===== src/rtl/load_store_unit.sv =====
// Memory-access stage: turns load/store codes into word address, byte enables and
// lane-replicated store data, runs a req/ready handshake and returns an extended load result.
module load_store_unit #(
    parameter int AW      = 32,
    parameter int TIMEOUT = 16
) (
    input  logic          clk,
    input  logic          rstn,
    input  logic          start,
    input  logic          we,
    input  logic [2:0]    load,
    input  logic [1:0]    store,
    input  logic [AW-1:0] addr,
    input  logic [31:0]   wdata,
    output logic          busy,
    output logic          done,
    output logic          misaligned,
    output logic          timeout,
    output logic [31:0]   rdata,
    output logic          mem_req,
    output logic          mem_we,
    output logic [AW-1:0] mem_addr,
    output logic [3:0]    mem_be,
    output logic [31:0]   mem_wdata,
    input  logic          mem_ready,
    input  logic [31:0]   mem_rdata,
    output logic [1:0]    dbg_state
);

    // Handshake: mem_req rises on entry to REQ and, with mem_addr/mem_we/mem_be/mem_wdata,
    // holds stable until the first cycle mem_ready=1; that cycle completes the transfer.
    typedef enum logic [1:0] {IDLE = 2'd0, REQ = 2'd1, DONE = 2'd2} state_e;
    typedef enum logic [1:0] {SZ_BYTE = 2'd0, SZ_HALF = 2'd1, SZ_WORD = 2'd2} size_e;

    localparam int CW = (TIMEOUT < 2) ? 1 : $clog2(TIMEOUT);

    state_e        state_q;
    logic          we_q;
    logic [2:0]    load_q;
    logic [1:0]    lo_q;
    logic [CW-1:0] wait_cnt_q;
    logic          busy_q, done_q, misaligned_q, timeout_q;
    logic [31:0]   rdata_q;
    logic          mem_req_q, mem_we_q;
    logic [AW-1:0] mem_addr_q;
    logic [3:0]    mem_be_q;
    logic [31:0]   mem_wdata_q;

    size_e         size_d;
    logic          misalign_d;
    logic [3:0]    be_d;
    logic [31:0]   wdata_d;
    logic [31:0]   lane_d;
    logic [31:0]   ext_d;

    // Launch-side decode works on the live inputs, since it is only used in the IDLE start cycle.
    always_comb begin
        size_d = SZ_WORD;
        if (we) begin
            case (store)
                2'b01:   size_d = SZ_HALF;
                2'b10:   size_d = SZ_BYTE;
                default: size_d = SZ_WORD;
            endcase
        end else begin
            case (load)
                3'b001, 3'b011: size_d = SZ_HALF;
                3'b010, 3'b100: size_d = SZ_BYTE;
                default:        size_d = SZ_WORD;
            endcase
        end

        misalign_d = ((size_d == SZ_WORD) && (addr[1:0] != 2'b00)) ||
                     ((size_d == SZ_HALF) && addr[0]);

        be_d    = 4'b1111;
        wdata_d = wdata;
        case (size_d)
            SZ_HALF: begin
                be_d    = addr[1] ? 4'b1100 : 4'b0011;
                wdata_d = {2{wdata[15:0]}};
            end
            SZ_BYTE: begin
                be_d    = 4'b0001 << addr[1:0];
                wdata_d = {4{wdata[7:0]}};
            end
            default: begin
                be_d    = 4'b1111;
                wdata_d = wdata;
            end
        endcase
    end

    always_comb begin
        lane_d = mem_rdata >> {lo_q, 3'b000};
        case (load_q)
            3'b001:  ext_d = {{16{lane_d[15]}}, lane_d[15:0]};
            3'b011:  ext_d = {16'h0000, lane_d[15:0]};
            3'b010:  ext_d = {{24{lane_d[7]}}, lane_d[7:0]};
            3'b100:  ext_d = {24'h000000, lane_d[7:0]};
            default: ext_d = mem_rdata;
        endcase
    end

    always_ff @(posedge clk or negedge rstn) begin
        if (!rstn) begin
            state_q      <= IDLE;
            we_q         <= 1'b0;
            load_q       <= 3'b000;
            lo_q         <= 2'b00;
            wait_cnt_q   <= '0;
            busy_q       <= 1'b0;
            done_q       <= 1'b0;
            misaligned_q <= 1'b0;
            timeout_q    <= 1'b0;
            rdata_q      <= 32'h0;
            mem_req_q    <= 1'b0;
            mem_we_q     <= 1'b0;
            mem_addr_q   <= '0;
            mem_be_q     <= 4'b0000;
            mem_wdata_q  <= 32'h0;
        end else begin
            case (state_q)
                IDLE: begin
                    if (start) begin
                        we_q   <= we;
                        load_q <= load;
                        lo_q   <= addr[1:0];
                        busy_q <= 1'b1;
                        if (misalign_d) begin
                            state_q      <= DONE;
                            done_q       <= 1'b1;
                            misaligned_q <= 1'b1;
                        end else begin
                            state_q     <= REQ;
                            mem_req_q   <= 1'b1;
                            mem_we_q    <= we;
                            mem_addr_q  <= {addr[AW-1:2], 2'b00};
                            mem_be_q    <= be_d;
                            mem_wdata_q <= wdata_d;
                            wait_cnt_q  <= '0;
                        end
                    end
                end
                REQ: begin
                    if (mem_ready) begin
                        if (!we_q) rdata_q <= ext_d;
                        mem_req_q <= 1'b0;
                        mem_we_q  <= 1'b0;
                        done_q    <= 1'b1;
                        state_q   <= DONE;
                    end else if ((TIMEOUT != 0) && (wait_cnt_q == CW'(TIMEOUT - 1))) begin
                        mem_req_q <= 1'b0;
                        mem_we_q  <= 1'b0;
                        done_q    <= 1'b1;
                        timeout_q <= 1'b1;
                        state_q   <= DONE;
                    end else begin
                        wait_cnt_q <= wait_cnt_q + 1'b1;
                    end
                end
                DONE: begin
                    done_q       <= 1'b0;
                    misaligned_q <= 1'b0;
                    timeout_q    <= 1'b0;
                    busy_q       <= 1'b0;
                    state_q      <= IDLE;
                end
                default: state_q <= IDLE;
            endcase
        end
    end

    assign busy       = busy_q;
    assign done       = done_q;
    assign misaligned = misaligned_q;
    assign timeout    = timeout_q;
    assign rdata      = rdata_q;
    assign mem_req    = mem_req_q;
    assign mem_we     = mem_we_q;
    assign mem_addr   = mem_addr_q;
    assign mem_be     = mem_be_q;
    assign mem_wdata  = mem_wdata_q;
    assign dbg_state  = state_q;

endmodule


===== config.mk =====
export PLATFORM = sky130hd
export DESIGN_NAME = load_store_unit
export DESIGN_NICKNAME = d
export VERILOG_FILES = /design/src/rtl/load_store_unit.sv
export SDC_FILE = /design/constraint.sdc
export NUM_CORES = 1
export LEC_CHECK = 0
export ABC_AREA = 1
export CORE_MARGIN = 2
export CORE_UTILIZATION = 48
export DETAILED_ROUTE_END_ITERATION = 7
export PLACE_DENSITY = 0.83
export SLEW_MARGIN = 20
export SYNTH_ARGS = -nofsm -noshare
export SYNTH_HDL_FRONTEND = slang
export SYNTH_SLANG_ARGS = --single-unit

===== constraint.sdc =====
create_clock -name clk -period 3.5 [get_ports clk]
set_input_delay 0.7 -clock clk [delete_from_list [all_inputs] [get_ports clk]]
set_output_delay 0.7 -clock clk [all_outputs]
set_load 0.1 [all_outputs]

**After elaboration in Yosys (flattened, before gate mapping)**

Cells that the tools add are included.

- Output and inout port bits: 108
- Bits in registers: 116
- Input port bits: 106
- Logic and storage cells: 99

- Shifts and indexed selects: 2
- Mux-type cells: 35
- Bitwise logic cells: 2
- Add/subtract/negate cells: 1
- Reductions and logical operators: 22
- Equal/unequal tests: 22

Operators by type and width:

| kind | count |
|---|---|
| $pmux 32 s4 | 1 |
| $pmux 32 s2 | 1 |
| $shr 32x5->16 | 1 |
| $mux 4 | 5 |
| $pmux 4 s2 | 2 |
| $eq 3x2->1 const B | 4 |
| $mux 1 | 12 |
| $ne 2x2->1 const B | 6 |
| $pmux 2 s2 | 3 |
| $reduce_and 3->1 | 4 |
| $mux 2 | 5 |
| $pmux 1 s2 | 5 |
| $reduce_and 4->1 | 2 |
| $reduce_bool 2->1 | 4 |
| $eq 2x1->1 const B | 3 |
| $eq 2x2->1 const B | 3 |
| $eq 3x1->1 const B | 2 |
| $eq 3x3->1 const B | 2 |
| $reduce_and 2->1 | 3 |
| $reduce_and 5->1 | 1 |
| $add 4x1->4 const B | 1 |
| $eq 4x4->1 const B | 1 |
| $logic_not 2->1 | 2 |
| $reduce_or 2->1 | 2 |
| 7 further kinds | 9 |

**Longest topological paths before layout**

Gate-level depths: netlist (run 1).

- Word-level depth: 10
- Mapped depth: 12

**Worst setup path after synthesis (run 1)**

OpenSTA, ideal clock, no wires.

- Path type: register to register
- From: register state_q[1] (netlist: dbg_state[1])
- To: register wait_cnt_q[0]
- Clock period less this slack: 2.390 ns
- Path buffers: 0
- Cell stages (with the launch flop): 9
- Data required time: 3.383 ns
- Data arrival time: 2.273 ns
- Setup slack: 1.110 ns
- Cell sequence: dfrtp_1 > inv_1 > ha_1 > inv_1 > nor2_1 > nor3b_1 > nand3_1 > nand2_1 > nand2_1

- Longest elaborated chain between the ends: 3

RTL lines:

| element | RTL line | source |
|---|---|---|
| from (decl) | 37 | `state_e state_q;` |
| from (signal assigned) | 107 | `state_q <= IDLE;` |
| from (signal assigned) | 131 | `state_q <= DONE;` |
| from (signal assigned) | 135 | `state_q <= REQ;` |
| $eq 2x1->1 / $logic_not 2->1 (equally long branches) | 123 | `case (state_q)` |
| $ne 2x2->1 (no line) / $reduce_bool 2->1 (equally long branches) | -- |  |
| $reduce_and 5->1 (no line) | -- |  |
| to (signal assigned) | 159 | `wait_cnt_q <= wait_cnt_q + 1'b1;` |
| to (decl) | 41 | `logic [CW-1:0] wait_cnt_q;` |

Parallel ways exist; a longest one is shown, timed or not.
A chain may end at the register's enable or synchronous reset.

**Worst setup path after layout (run 1)**

- From: register mem_addr_q[11] (netlist: mem_addr[11])
- To: output port mem_addr[11]

RTL lines:

| element | RTL line | source |
|---|---|---|
| from (decl) | 45 | `logic [AW-1:0] mem_addr_q;` |
| from (signal assigned) | 138 | `mem_addr_q <= {addr[AW-1:2], 2'b00};` |
| to (decl) | 22 | `output logic [AW-1:0] mem_addr,` |

No word-level cell between the ends.

==> run summary, run 1 <==
The flow ran to the end, and the final reports show no timing, DRC or antenna violations. In this design, the largest share of critical-path delay is due to buffers and inverters. The final sum of negative setup slack is 0 ps. The cell area that synthesis handed to floorplanning was 5630 um^2. The count of hold buffers inserted by post-cts repair came out at 0. The tightest min-delay check is of the in -> async type. The total DRC errors in the routed layout came out at 0.

The part of the cycle the worst path needs came out at 76.2%. Global routing used a little over a quarter of the available tracks across all layers. The count of final max-slew check failures came out at 0. The deepest level of the CTS H-tree came out at 4. The maximum number of pins on one net before global-route repair is 65. After filler insertion, the fill cell instance count of the layout stands at 883. The worst register-to-register path begins at dbg_state[1]. The number of warning messages in the yosys log is 0.

Walking the worst path, the cells encountered are clkdlybuf4s50_1. The number of maximum-capacitance violations is 0. Detailed routing inserted a total of 5585 vias.

The number of antenna violations at the first check in global routing came out at 0. The library cells used most frequently in the layout, excluding fill and tap cells, are 306 x nand2_1, 199 x clkdlybuf4s50_1, 116 x dfrtp_1. The per-cell routed wire length came out at 15.4 um. The average footprint of a synthesized cell came out at between 7 and 8 um^2.

STA classifies the critical path startpoint as a register. The worst setup path is of the reg -> out kind. The final setup violation count is 0. The cell at the root of the clock tree is clkbuf_16. The count of input and output buffers came out at 211. The first-pass GRT wire length came out at ~27 mm. The starting DRC count in detailed routing is 577. Data arrives at the worst endpoint at 1970 ps. The number of core rows is 39. The die outline area came out at 12600 um^2. The beginning of the critical path is mem_addr[11].

The detailed placer's ending HPWL came out at 11.8 mm. The die is between 100 and 150 um tall. In this design, the stage delay of the slowest critical-path cell is 1190 ps.

The final global-route overflow total came out at 0. The synthesized instance count came out at ~700. Leaving out fill and tap cells, the most frequent cell in the layout is nand2_1. The effective utilization at floorplan is 49.3%. The number of unique standard cell types used by synthesis came out at 26. The ratio of routed vias to standard cells is 5.19. OpenSTA, run right after detailed placement, puts the worst setup slack at 623 ps. In this run the tightest slew margin relative to its limit is 30.7%.

The post-CTS setup-driven buffer insertion count came out at 0. The via count of the first global-routing pass is 5537. Counting every sink on the clock net gives 116. Counting along the longest clock path gives a buffer depth of 2. Routability-driven placement finished with a final weighted congestion of 0.882. For the worst setup path, the data required time is 2800 ps.

Along the worst path, the maximum fanout reaches 2. The post-CTS clock slew at the launch and capture registers of the worst setup and hold paths came out at 60 ps. The maximum frequency from static timing analysis came out at 375 MHz. The antenna cell count came out at 0. The total I/O pin count came out at 214.

The buffer and inverter count on the worst path came out at 1. The count of state elements after synthesis is 116. The cell area after placement came out at 7760 um^2. The area inside the core boundary is around 11000 um^2.

The CTS tree is done. The top cell type by area accounts for 51.6% of the synthesized area. The width of the die came out at between 100 and 150 um. The sequential element share of the synthesized area is 51.6%. The total length of routed wires is 16.5 mm. The worst path setup slack after routing is 834 ps. Summed over all instances, the cell type with the most area after synthesis is dfrtp_1. Yosys attributes the largest share of cell area to dfrtp_1 52%, nand2_1 20%, o21ai_0 6.8%.

The count of nets after finishing is 1034. The actual transition at the worst max-transition pin came out at 1040 ps. The final instance area is 8310 um^2. For the finished layout, the period the worst path requires is 2670 ps. The number of nets with antenna violations after detailed routing is 0.

The number of hold-slack violations in the final timing report came out at 0. STA classifies the critical path endpoint as an output pin. The number of CTS-inserted buffers is 17. On the critical path, the stage with the largest delay is an instance of clkdlybuf4s50_1. The post-route netlist has about 6.4% of its cells at a drive strength greater than 1.

The pre-antenna-repair detailed-routing pass consisted of 5 iterations. The worst setup skew after layout came out at 6.86 ps. The layout-stage area growth over the synthesis result is 47.7%. The number of gates resized after CTS was 0. The latest clock arrival within the worst-skew pair came out at 400 ps. Setup repair after global routing left no endpoint under its margin.
[Yosys cell counts]
| cell type | count |
|---|---|
| nand2_1 | 306 |
| dfrtp_1 | 116 |
| o21ai_0 | 77 |
| inv_1 | 49 |
| nor2_1 | 29 |
| a21oi_1 | 27 |
| a31oi_1 | 19 |
| buf_2 | 16 |
| nand3_1 | 14 |
| o211ai_1 | 10 |
| clkbuf_1 | 8 |
| buf_6 | 7 |
| o221ai_1 | 6 |
| ha_1 | 5 |
| nand4_1 | 5 |
| buf_4 | 4 |
| o21ai_1 | 4 |
| inv_2 | 3 |
| nand2_2 | 3 |
| nor3_1 | 3 |
| nor2_2 | 2 |
| nor2_4 | 2 |
| o22ai_1 | 2 |
| conb_1 | 1 |
| nor3b_1 | 1 |
| xor2_1 | 1 |
[through the flow]
step,cells,util (%),hold WS [ps]
after detailed placement,1047,67.9,461
after CTS,1077,72.8,351
after global routing,1077,72.8,387
after global placement,1047,67.9,453
after floorplan,721,-,404
final,1077,72.8,329
[sequential cells by signal, indices dropped and copies added (netlist names)]
name        count
timeout         1
we_q            1
wait_cnt_q      4
mem_we          1
mem_addr       30
lo_q            2
rdata          32
mem_req         1
load_q          3
dbg_state       2
mem_wdata      32
misaligned      1
done            1
mem_be          4
busy            1
[layout make-up]
class                   count  area [um^2]  share of cell area, %
clock buffers              20          467                   5.62
clock inverters            10         83.8                   1.01
inverters                  52          195                   2.35
multi-input cells         518         2320                   27.9
flip-flops and latches    116         2900                   34.9
well taps                 143          179                   2.15
repair buffers            218         2160                   26.0
[final timing paths]
check                                endpoint  cells past startpoint  slack [ps]
worst max-delay path             mem_addr[11]                      1         830
worst min-delay path                 rdata[0]                      1         330
worst max register to register  wait_cnt_q[1]                      7        1300
worst min register to register   mem_addr[25]                      2         470
max in group asynchronous           rdata[25]                      2        2420
min in group clk                 mem_addr[25]                      2         470
[per-layer routing]
| layer | global-route usage, % | vias to the layer above | routed length (um) |
|---|---|---|---|
| met2 | 44.0 | 261 | 7880 |
| met4 | 6.99 | 0 | 296 |
| met3 | 10.8 | 23 | 1780 |
| met1 | 33.7 | 2577 | 6580 |
| met5 | 0 | - | 0 |
| li1 | - | 2724 | - |
[logic make-up (layout without fill, tap and decap cells)]
logic type               after synthesis  in the layout  synth area share [%]
other                                  1              2                0.0666
XOR/XNOR                               1              1                 0.156
AND/OR/NAND/NOR                      365            365                  25.5
buffers and inverters                 87            300                  7.36
adder cells (fa/ha/maj)                5              5                  1.11
AO/OA/AOI/OAI                        145            145                  14.2
flip-flops                           116            116                  51.6
Power of run 1 is left out: the tool's default activity adds up to more than one toggle a clock period on the data nets, which glitch-free logic cannot reach.
==> run 2: changes to the inputs <==
--- a/config.mk
+++ b/config.mk
@@ -7,9 +7,9 @@
 export LEC_CHECK = 0
 export ABC_AREA = 1
 export CORE_MARGIN = 2
-export CORE_UTILIZATION = 48
+export CORE_UTILIZATION = 45
 export DETAILED_ROUTE_END_ITERATION = 7
-export PLACE_DENSITY = 0.83
+export PLACE_DENSITY = 0.79
 export SLEW_MARGIN = 20
 export SYNTH_ARGS = -nofsm -noshare
 export SYNTH_HDL_FRONTEND = slang
==> constraint.sdc (replaced) <==
create_clock -name clk -period 2.5 [get_ports clk]
set_input_delay 0.5 -clock clk [delete_from_list [all_inputs] [get_ports clk]]
set_output_delay 0.5 -clock clk [all_outputs]
set_load 0.1 [all_outputs]
==> run summary, run 2 (synthesized netlist as in run 1, its figures left out) <==
The final global-route overflow total came out at 0. For the worst setup path, the data required time is 2850 ps. In this run the horizontal extent of the chip is around 120 um. The worst slew margin relative to its limit came out at 65.9%. The number of core rows is 40. Setup total negative slack on the finished layout was measured at 0 ps. The total I/O pin count is 214. The number of hold-slack violations in the final timing report came to 0. The deepest level of the CTS H-tree is 4.

The library cells used most frequently in the layout, excluding fill and tap cells, are 306 x nand2_1, 121 x buf_4, 116 x dfrtp_1. The final setup violation count came out at 0. The clock drives 116 sinks.

The post-CTS setup-driven buffer insertion count is 0. The worst setup slack before clock tree synthesis came out at 161 ps. The placer congestion estimate is 0.839. The worst hold path belongs to the class reg -> reg. The core region is 12100 um^2. The layout-stage area growth over the synthesis result came out at 46.8%. The critical path starts at store[1].

The floorplan step set the die height to around 120 um. The total length of routed wires came out at 16.5 mm. The data arrival time of the worst path is 2280 ps. In this run the worst path has a maximum fanout of 33. The ratio of routed vias to standard cells is 4.98. The total DRC errors in the routed layout came out at 0. The maximum frequency from static timing analysis is 519 MHz.

The wire-length estimate of the detail-placed layout is approximately 12 mm. The signal on the critical path passes through clkdlybuf4s50_1 -> inv_1 -> ha_1 -> nand2_1 -> nand2_2 -> nand3_1 -> nand2_2 -> nor2_4 -> buf_4 -> nand2_1 -> nand2_1. The count of final max-slew check failures came to 0. The instance count on the critical path is 11. In this run the critical register-to-register path is launched from lo_q[1]. The worst register-to-register path has a depth of 8.

The number of maximum-capacitance violations came out at 0. The startpoint of the worst hold path is mem_wdata[17]. The largest individual stage delay along the critical path comes from the cell clkdlybuf4s50_1.

The effective utilization at floorplan came out at 46.5%. The via count of the first global-routing pass was 5289. The part of the cycle the worst path needs is between 70% and 80%. In this run the clock root is driven by a clkbuf_16. Including well taps, the total number of placed cells is 1082. The worst path setup slack after routing came out at 573 ps. The number of instances on the worst hold path is 2.

STA classifies the critical path endpoint as a register. TritonCTS built the clock tree. Setup repair after global routing left no endpoint under its margin. For the worst-skew pair, the clock arrives at the later sink with an insertion delay of 410 ps. Across every metal layer, demand over resource in global routing totals 25.2%.

The post-route netlist has 17.5% of its cells at a drive strength greater than 1. The detailed router finished its first iteration with ~600 violations. The count of nets after finishing came out at 1045.

The time the final worst path needs with I/O delays and setup came out at ~1900 ps. The count of cells in the finished layout, fillers not included, comes to 1115. The tightest hold path in the finished design has a slack of 473 ps.

The worst setup skew after layout is 7.06 ps. The actual transition at the worst max-transition pin is 512 ps. The total number of vias is around 5600.

The per-cell routed wire length came out at 14.8 um. The maximum root-to-sink buffer count came out at 2. The post-CTS clock slew at the launch and capture registers of the worst setup and hold paths came out at around 60 ps. The number of antenna violations at the first check in global routing came out at 0. The run finished with clean final reports. The worst setup path is launched from an input port.

Counting both buffers and inverters, the worst setup path holds a total of 3. Counting stages on the worst path, the most repeated cell is nand2_1. Buffers placed on the I/O ports in this run total about 210. Entering global routing, the biggest net connects 50 pins.

The largest incremental delay on the critical path is 450 ps. The number of nets with antenna violations after detailed routing came out at 0. The repair_antennas step left the layout with diodes totalling 0.

The pre-antenna-repair detailed-routing pass consisted of 5 iterations. In this design, the largest share of critical-path delay is due to buffers and inverters. The critical path class is in -> reg. The first-pass GRT wire length is ~26 mm. The most common cell after layout, fill and taps aside is nand2_1.

The die covers 13400 um^2. The number of CTS-inserted buffers is 17.
==> run 2: cell count changes in the layout (fill, tap and decap cells not counted), sizes merged <==
cell	before	now
clkdlybuf4s50	199	104
bufinv	1	3
inv	52	54
dlygate4sd3	0	1
buf	19	124
clkinvlp	2	4
clkinv	7	3
==> run 2: worst paths after layout <==
kind / end / slack (ps)
setup / recovery: mem_wdata[31] / 570
hold / removal: mem_wdata[17] / 470
setup reg to reg: rdata[30] / 650
hold reg to reg: mem_wdata[17] / 470
max in group asynchronous: mem_wdata[0] / 1290
min in group asynchronous: wait_cnt_q[3] / 560
==> run 2: final cells by class <==
type,instances,area (um^2)
inverters,52,195
multi-input cells,518,2320
flip-flops and latches,116,2900
clock buffers,20,457
clock inverters,12,153
well taps,168,210
repair buffers,229,2020
fillers,1008,3850
==> run 2: per-layer routing <==
metal	vias to the layer above	GRT usage, %	wire [um]
li1	2749	-	-
met1	2539	32.2	6970
met2	241	41.6	7940
met3	21	7.43	1420
met4	0	8.10	206
met5	-	0	0
==> run 2: repair_timing <==
item / 4_1_cts / 5_1_grt
hold endpoints to repair: 20 / 0
hold buffers: 1 / 0
gates resized for setup: 0 / 0
==> run 2: stage by stage <==
stage	instance area (um^2)	util [%]
6_report	8260	68.2
5_1_grt	8260	68.2
4_1_cts	8260	68.2
3_5_place_dp	7640	63.1
3_3_place_gp	7640	63.1
2_1_floorplan	5630	-
==> run 2: worst min-delay path, cell delays in order (launching register included) <==
cell and delay, ps:
dfrtp_1 340, nand2_1 50, nand2_1 40
Power of run 2 is left out for the same reason.
